[src/rtl/bit_serial_pkg.sv]
// Shared types and defaults for the bit-serial adder.
`timescale 1ns/100ps
package bit_serial_pkg;

    typedef enum logic [1:0] {
        IDLE = 2'b00,
        RUN  = 2'b01,
        DONE = 2'b10
    } bs_state_t;

    localparam int BS_WIDTH_DEF = 8;

endpackage

[src/rtl/bit_serial_adder_if.sv]
// Start/busy/done handshake plus operand and result bus of the bit-serial adder.
`timescale 1ns/100ps
interface bit_serial_adder_if #(
    parameter int WIDTH = 8
);
    logic             start;
    logic [WIDTH-1:0] a;
    logic [WIDTH-1:0] b;
    logic             cin;
    logic             busy;
    logic             done;
    logic [WIDTH-1:0] sum;
    logic             cout;

    modport master (
        output start, a, b, cin,
        input  busy, done, sum, cout
    );

    modport slave (
        input  start, a, b, cin,
        output busy, done, sum, cout
    );
endinterface

[src/rtl/fulladder.sv]
// Single-bit full adder cell.
`timescale 1ns/100ps
module fulladder (
    input  logic x,
    input  logic y,
    input  logic cin,
    output logic A,
    output logic cout
);
    assign A    = x ^ y ^ cin;
    assign cout = (x & y) | (cin & (x ^ y));
endmodule

[src/rtl/bit_serial_adder.sv]
// Bit-serial adder: one full adder plus a carry flop, LSB first, one bit per clock.
// Result and carry registers update only when the last bit has been processed.
`timescale 1ns/100ps
module bit_serial_adder
    import bit_serial_pkg::*;
#(
    parameter int WIDTH = BS_WIDTH_DEF
) (
    input logic               clk,
    input logic               rst_n,
    bit_serial_adder_if.slave bus
);
    localparam int CW = (WIDTH > 1) ? $clog2(WIDTH) : 1;
    localparam logic [CW-1:0] LAST_BIT = CW'(WIDTH - 1);

    bs_state_t        state_r;
    logic [WIDTH-1:0] a_sr_r;
    logic [WIDTH-1:0] b_sr_r;
    logic [WIDTH-1:0] acc_sr_r;
    logic             carry_r;
    logic [CW-1:0]    bit_cnt_r;
    logic [WIDTH-1:0] sum_r;
    logic             cout_r;
    logic             busy_r;
    logic             done_r;

    logic             fa_sum_s;
    logic             fa_cout_s;
    logic [WIDTH-1:0] acc_next_s;

    fulladder u_fa (
        .x    (a_sr_r[0]),
        .y    (b_sr_r[0]),
        .cin  (carry_r),
        .A    (fa_sum_s),
        .cout (fa_cout_s)
    );

    // New sum bit enters at the MSB so the LSB-first stream lands in place after WIDTH shifts.
    assign acc_next_s = {fa_sum_s, acc_sr_r[WIDTH-1:1]};

    // Control FSM with operand shifters, accumulator and registered handshake outputs.
    always_ff @(posedge clk or negedge rst_n) begin
        if (!rst_n) begin
            state_r   <= IDLE;
            a_sr_r    <= '0;
            b_sr_r    <= '0;
            acc_sr_r  <= '0;
            carry_r   <= 1'b0;
            bit_cnt_r <= '0;
            sum_r     <= '0;
            cout_r    <= 1'b0;
            busy_r    <= 1'b0;
            done_r    <= 1'b0;
        end else begin
            case (state_r)
                IDLE, DONE: begin
                    if (bus.start) begin
                        a_sr_r    <= bus.a;
                        b_sr_r    <= bus.b;
                        carry_r   <= bus.cin;
                        acc_sr_r  <= '0;
                        bit_cnt_r <= '0;
                        state_r   <= RUN;
                        busy_r    <= 1'b1;
                        done_r    <= 1'b0;
                    end else begin
                        state_r   <= IDLE;
                        busy_r    <= 1'b0;
                        done_r    <= 1'b0;
                    end
                end
                RUN: begin
                    acc_sr_r  <= acc_next_s;
                    carry_r   <= fa_cout_s;
                    a_sr_r    <= {1'b0, a_sr_r[WIDTH-1:1]};
                    b_sr_r    <= {1'b0, b_sr_r[WIDTH-1:1]};
                    bit_cnt_r <= bit_cnt_r + {{(CW-1){1'b0}}, 1'b1};
                    if (bit_cnt_r == LAST_BIT) begin
                        sum_r   <= acc_next_s;
                        cout_r  <= fa_cout_s;
                        state_r <= DONE;
                        busy_r  <= 1'b0;
                        done_r  <= 1'b1;
                    end else begin
                        state_r <= RUN;
                        busy_r  <= 1'b1;
                        done_r  <= 1'b0;
                    end
                end
                default: begin
                    state_r <= IDLE;
                    busy_r  <= 1'b0;
                    done_r  <= 1'b0;
                end
            endcase
        end
    end

    assign bus.busy = busy_r;
    assign bus.done = done_r;
    assign bus.sum  = sum_r;
    assign bus.cout = cout_r;

endmodule

[src/flat_wrapper.sv]
// flat-port wrapper written by rule: the top's interface ports become plain ports
module bit_serial_adder_flat import bit_serial_pkg::*;
#(
    parameter int WIDTH = BS_WIDTH_DEF
)
  (clk, rst_n, bus_start, bus_a, bus_b, bus_cin, bus_busy, bus_done, bus_sum, bus_cout);
  bit_serial_adder_if #(.WIDTH(WIDTH)) bus_i ();
  input logic clk;
  input logic rst_n;
  input wire logic [$bits(bus_i.start)-1:0] bus_start;
  input wire logic [$bits(bus_i.a)-1:0] bus_a;
  input wire logic [$bits(bus_i.b)-1:0] bus_b;
  input wire logic [$bits(bus_i.cin)-1:0] bus_cin;
  output wire logic [$bits(bus_i.busy)-1:0] bus_busy;
  output wire logic [$bits(bus_i.done)-1:0] bus_done;
  output wire logic [$bits(bus_i.sum)-1:0] bus_sum;
  output wire logic [$bits(bus_i.cout)-1:0] bus_cout;
  assign bus_i.start = bus_start;
  assign bus_i.a = bus_a;
  assign bus_i.b = bus_b;
  assign bus_i.cin = bus_cin;
  assign bus_busy = bus_i.busy;
  assign bus_done = bus_i.done;
  assign bus_sum = bus_i.sum;
  assign bus_cout = bus_i.cout;
  bit_serial_adder #(.WIDTH(WIDTH)) u_core (.clk(clk), .rst_n(rst_n), .bus(bus_i));
endmodule
[config.mk]
export PLATFORM = sky130hd
export DESIGN_NAME = bit_serial_adder_flat
export DESIGN_NICKNAME = d
export VERILOG_FILES = /design/src/rtl/bit_serial_pkg.sv /design/src/rtl/bit_serial_adder_if.sv /design/src/rtl/fulladder.sv /design/src/rtl/bit_serial_adder.sv /design/src/flat_wrapper.sv
export SDC_FILE = /design/constraint.sdc
export NUM_CORES = 1
export LEC_CHECK = 0
export BUFFER_PORTS_ARGS = -buffer_cell sky130_fd_sc_hd__buf_2
export CAP_MARGIN = 20
export CORE_ASPECT_RATIO = 0.5
export CORE_MARGIN = 3
export CORE_UTILIZATION = 30
export CTS_BUF_LIST = sky130_fd_sc_hd__clkbuf_4 sky130_fd_sc_hd__clkbuf_8 sky130_fd_sc_hd__clkbuf_16
export CTS_CLUSTER_SIZE = 30
export DETAILED_ROUTE_END_ITERATION = 10
export SYNTH_ARGS = -nofsm -noshare
export SYNTH_HDL_FRONTEND = slang
export SYNTH_SLANG_ARGS = --single-unit
[constraint.sdc]
create_clock -name clk -period 3.88 [get_ports clk]
set_clock_uncertainty 0.2 [all_clocks]
set_input_delay 1.164 -clock clk [delete_from_list [all_inputs] [get_ports clk]]
set_output_delay 1.164 -clock clk [all_outputs]
set_load 0.005 [all_outputs]
* Word-level counts from Yosys, hierarchy flattened
Cells that the tools add are included.
** Cells by class
- Add/subtract/negate cells :: 1
- Eq/ne operators :: 4
- Muxes and demuxes :: 18
- Bitwise operators :: 5
- Reductions and logical operators :: 5
** Operators by type and width (count)
- case mux 8 bit (2 select lines) :: 3
- 2-to-1 mux 8 bit :: 3
- 2-to-1 mux 1 bit :: 6
- case mux 3 bit (2 select lines) :: 1
- case mux 1 bit (2 select lines) :: 2
- case mux 2 bit (2 select lines) :: 1
- AND reduction 2 bit :: 2
- adder 3 x 1 -> 3 bit, second input constant :: 1
- == test 3 bit, second input constant :: 1
- 2-to-1 mux 3 bit :: 1
- bitwise AND 1 bit :: 2
- == test 2 x 1 -> 1 bit, second input constant :: 1
- == test 2 bit, second input constant :: 1
- logical NOT 2 bit :: 1
- 2-to-1 mux 2 bit :: 1
- inequality test 2 bit, second input constant :: 1
- nonzero test 2 bit :: 1
- OR reduction 2 bit :: 1
- bitwise XOR 1 bit :: 2
- OR 1 bit :: 1
** Word-level totals
- Bits in registers :: 41
- Bits of input ports :: 20
- Logic and storage cells :: 43

* Longest topological paths before layout
- Depth after elaboration :: 4
- Depth in mapped cells :: 5

* By module
A second synthesis with hierarchy kept.
** Second synthesis, totals
- Cells, all modules :: 150
- Area, all modules :: 1848.0 sq um
** By module, submodules not included
- bit_serial_adder :: times used 1, cells each 149, area each 1828.0 sq um
- fulladder :: times used 1, cells each 1, area each 20.0 sq um

* Least setup slack after synthesis
Ideal clock, no wire load.
- Path type :: in2reg
- Start :: input bus_start
- End :: register u_core.b_sr_r[4]
- Library setup time :: 126 ps
- Data arrival time :: 1741 ps
- Data required time :: 3554 ps
- Slack :: 1813 ps
- Cell stages on the path :: 4
- Path buffers :: 2
- Path through :: buf_4 > buf_6 > mux2i_1 > mux2i_1
** On the way
- Word-level cells in the longest chain between the ends :: 2
** RTL lines
- from (decl) :: RTL line flat_wrapper.sv:10 : input wire logic [$bits(bus_i.start)-1:0] bus_start;
- inequality test 2 bit (no source line)
- AND reduction 2 bit (no source line)
- to (signal assigned) :: RTL line bit_serial_adder.sv:60 : b_sr_r <= bus.b;
- to (signal assigned) :: RTL line bit_serial_adder.sv:77 : b_sr_r <= {1'b0, b_sr_r[WIDTH-1:1]};
- to (decl) :: RTL line bit_serial_adder.sv:18 : logic [WIDTH-1:0] b_sr_r;
Every way passes these cells.
A chain may end at the register's enable or synchronous reset.

* Worst setup path in the final report
- Start :: register u_core.done_r, in the netlist u_core.bus.done
- End :: output bus_done
** RTL lines
- from (decl) :: RTL line bit_serial_adder.sv:25 : logic done_r;
- from (signal assigned) :: RTL line bit_serial_adder.sv:54 : done_r <= 1'b0;
- from (signal assigned) :: RTL line bit_serial_adder.sv:66 : done_r <= 1'b0;
- from (signal assigned) :: RTL line bit_serial_adder.sv:70 : done_r <= 1'b0;
- to (decl) :: RTL line flat_wrapper.sv:15 : output wire logic [$bits(bus_i.done)-1:0] bus_done;
No word-level cell between the ends.

==> metrics.txt <==
area share of fa/ha/maj cells after synthesis=0.02320; crit path kind=reg -> out; max_cap viols=0; proportion of synthesized area in mux cells=0.3486; wire length per cell=13.67 um; DP Worst Slack=roughly 1400 ps; DP HPWL=approximately 2300 um; final wirelength=between 3000 and 4000 um; synthesis-to-finish area growth=18.43%; Die Ht=62.89 um; Pleak=1.159 nW; normalized max-slew margin=0.4333; synthesized instance count=140; vias in the first global route=1307; Residual DRC=0; Initial Util=0.3154; DRT iter0 DRCs=32; Core Region=6156 um^2; post-CTS setup buffer count=0; CTS root buf=clkbuf_16; highest clock rate=394.3 MHz; Area contributors post-synth=dfrtp_1, mux2i_1, mux2_4; Worst setup SP type=flop; Distinct cells, synth=19; Mapped Area=about 1900 um^2; Routed Antenna Nets=0; Pwr Density=755.1 nW/um^2; routed vias=1188; Num CTS Buffers=5; RSZ-0062 raised after global routing=false; Reg area=~950 um^2; Antenna Cells=0; synth warn=0; CTS tree=done; gp weighted congestion=approximately 0.73; fin crit share=0.6537; Yosys top cell area share=0.4897; Max Fanout on Critical Path=30; Core Util, Final=0.3736; fin crit period=approximately 2500 ps; number of flops mapped to enable cells by yosys=0; setup ws final=~1300 ps; # IOs=31; Reg clk slew, reported paths=approximately 60 ps; main combinational cell family by area after synthesis=multiplexers; H-tree levels=2; status=completed; number of hold buffers added after cts=0; Layout fillers=a little over 600; CTS resizes=0; drt first pass iters=4; post-synthesis sequential area ratio=0.4897; ratio of cells with drive above 1 in the final layout=0.3216; Worst Tran Pin Value=approximately 850 ps; Top FF cell, synth=dfrtp_1; worst skew pair latency=280 ps; worst path arrival time=~1200 ps; Hold Violations, Final=0; count leader, synth=mux2i_1; Post-synth top cells=mux2i_1, dfrtp_1, mux2_4; initial antenna violation count=0; Slew Limit Fails=0; Mapped Nets=around 160; Row Count=20; xor-xnor portion of the synthesized cell area=0.004510; WP data required=~2500 ps; Simple-Gate Fraction of Synth Area=0.02899; Compound-Gate Fraction of Synth Area=0.05219; GRT Util Overall=0.1051; CTS sink count=38; largest area contributor in the netlist=dfrtp_1; ys async rst share=1.000; Die ar.=~7500 um^2; global route overflow=0; Mean Syn Cell Area=roughly 14 um^2; CP endpoint kind=output pin; multi-input logic area=~890 um^2; post-synthesis register bit count=38; clock buffer depth=2; total negative slack=0 ps; layout net count=a little under 200; I/O Buffers=30; Vias/cell=4.587; largest net degree at the start of global routing=39; global-route wire length before repair=approximately 6400 um; final setup vio count=0; Max VDD drop=around 0.19 mV; Die W=~120 um; min-delay worst type=reg -> reg
[critical path: stages, from the launching register on]
cell,delay [ps]
dfrtp_1,320
buf_4,370
buf_2,190
[registers in the layout (all words and copies together), names as in the netlist]
register / flops
u_core.a_sr_r: 8
u_core.acc_sr_r: 7
u_core.b_sr_r: 8
u_core.bit_cnt_r: 3
u_core.bus.busy: 1
u_core.bus.cout: 1
u_core.bus.done: 1
u_core.bus.sum: 8
u_core.carry_r: 1
[stage by stage]
| step | power [mW] | area (um^2) | hold WS (ps) | cells |
|---|---|---|---|---|
| finish | 1.736 | 2300 | 305.4 | 259 |
| global route | 1.872 | 2300 | 331.0 | 259 |
| CTS | 1.765 | 2300 | 308.5 | 259 |
| detailed placement | 1.311 | 2133 | 295.8 | 251 |
| global placement | 1.285 | 2133 | 283.9 | 251 |
| floorplan | 1.163 | 1942 | 290.4 | 140 |
[cell families (layout without fill, tap and decap cells)]
logic type / count (synthesis) / count (layout)
buffers and inverters: 14 / 45
and+or+nand+nor: 9 / 9
AOI/OAI and AO/OA: 13 / 13
xor gates and xnor gates: 1 / 1
DFF: 38 / 38
muxes: 62 / 62
adders and majority gates: 3 / 3
[routing by layer]
| layer | wire length, um | track usage | up-vias |
|---|---|---|---|
| li1 | - | - | 571 |
| met1 | 1547 | 0.1268 | 587 |
| met2 | 1746 | 0.1763 | 25 |
| met3 | 203 | 0.03707 | 5 |
| met5 | 0 | 0 | - |
| met4 | 43 | 0.03424 | 0 |
[cells in the final DEF (no fill, tap or decap)]
cell type,instances
nor2b_1,2
fa_1,1
buf_2,30
o31ai_1,3
a21o_1,1
inv_1,5
dfrtp_1,38
o21ai_0,2
mux2_4,10
ha_1,2
clkbuf_8,3
clkbuf_16,5
buf_4,2
mux2i_1,47
nand3b_1,4
mux2_2,5
a22o_1,7
xnor2_1,1
nor2_1,1
nand3_1,2
[final cells by class]
cell class                      count  share of cell area
Sequential cell                    38              0.4135
Timing Repair Buffer               32             0.07182
Clock buffer                        8             0.07236
Multi-Input combinational cell     88              0.3863
Inverter                            5            0.008161
Tap cell                           88             0.04788
[power by group]
group	internal, mW	switching, mW	total [mW]
Sequential	0.568	0.136	0.704
Combinational	0.347	0.246	0.592
Clock	0.291	0.150	0.440
[path summary, 6_finish.rpt]
path	startpoint	end	cells after the start	slack (ps)
max	u_core.bus.done	bus_done	2	1340
min	u_core.bus.sum[2]	u_core.bus.sum[2]	1	310
max reg2reg	u_core.bus.busy	u_core.bus.sum[1]	3	1630
min reg2reg	u_core.bus.sum[2]	u_core.bus.sum[2]	1	310
max in group asynchronous	rst_n	u_core.b_sr_r[2]	1	2150
min in group asynchronous	rst_n	u_core.bit_cnt_r[1]	1	800
Power figures use the tool's default switching activity.
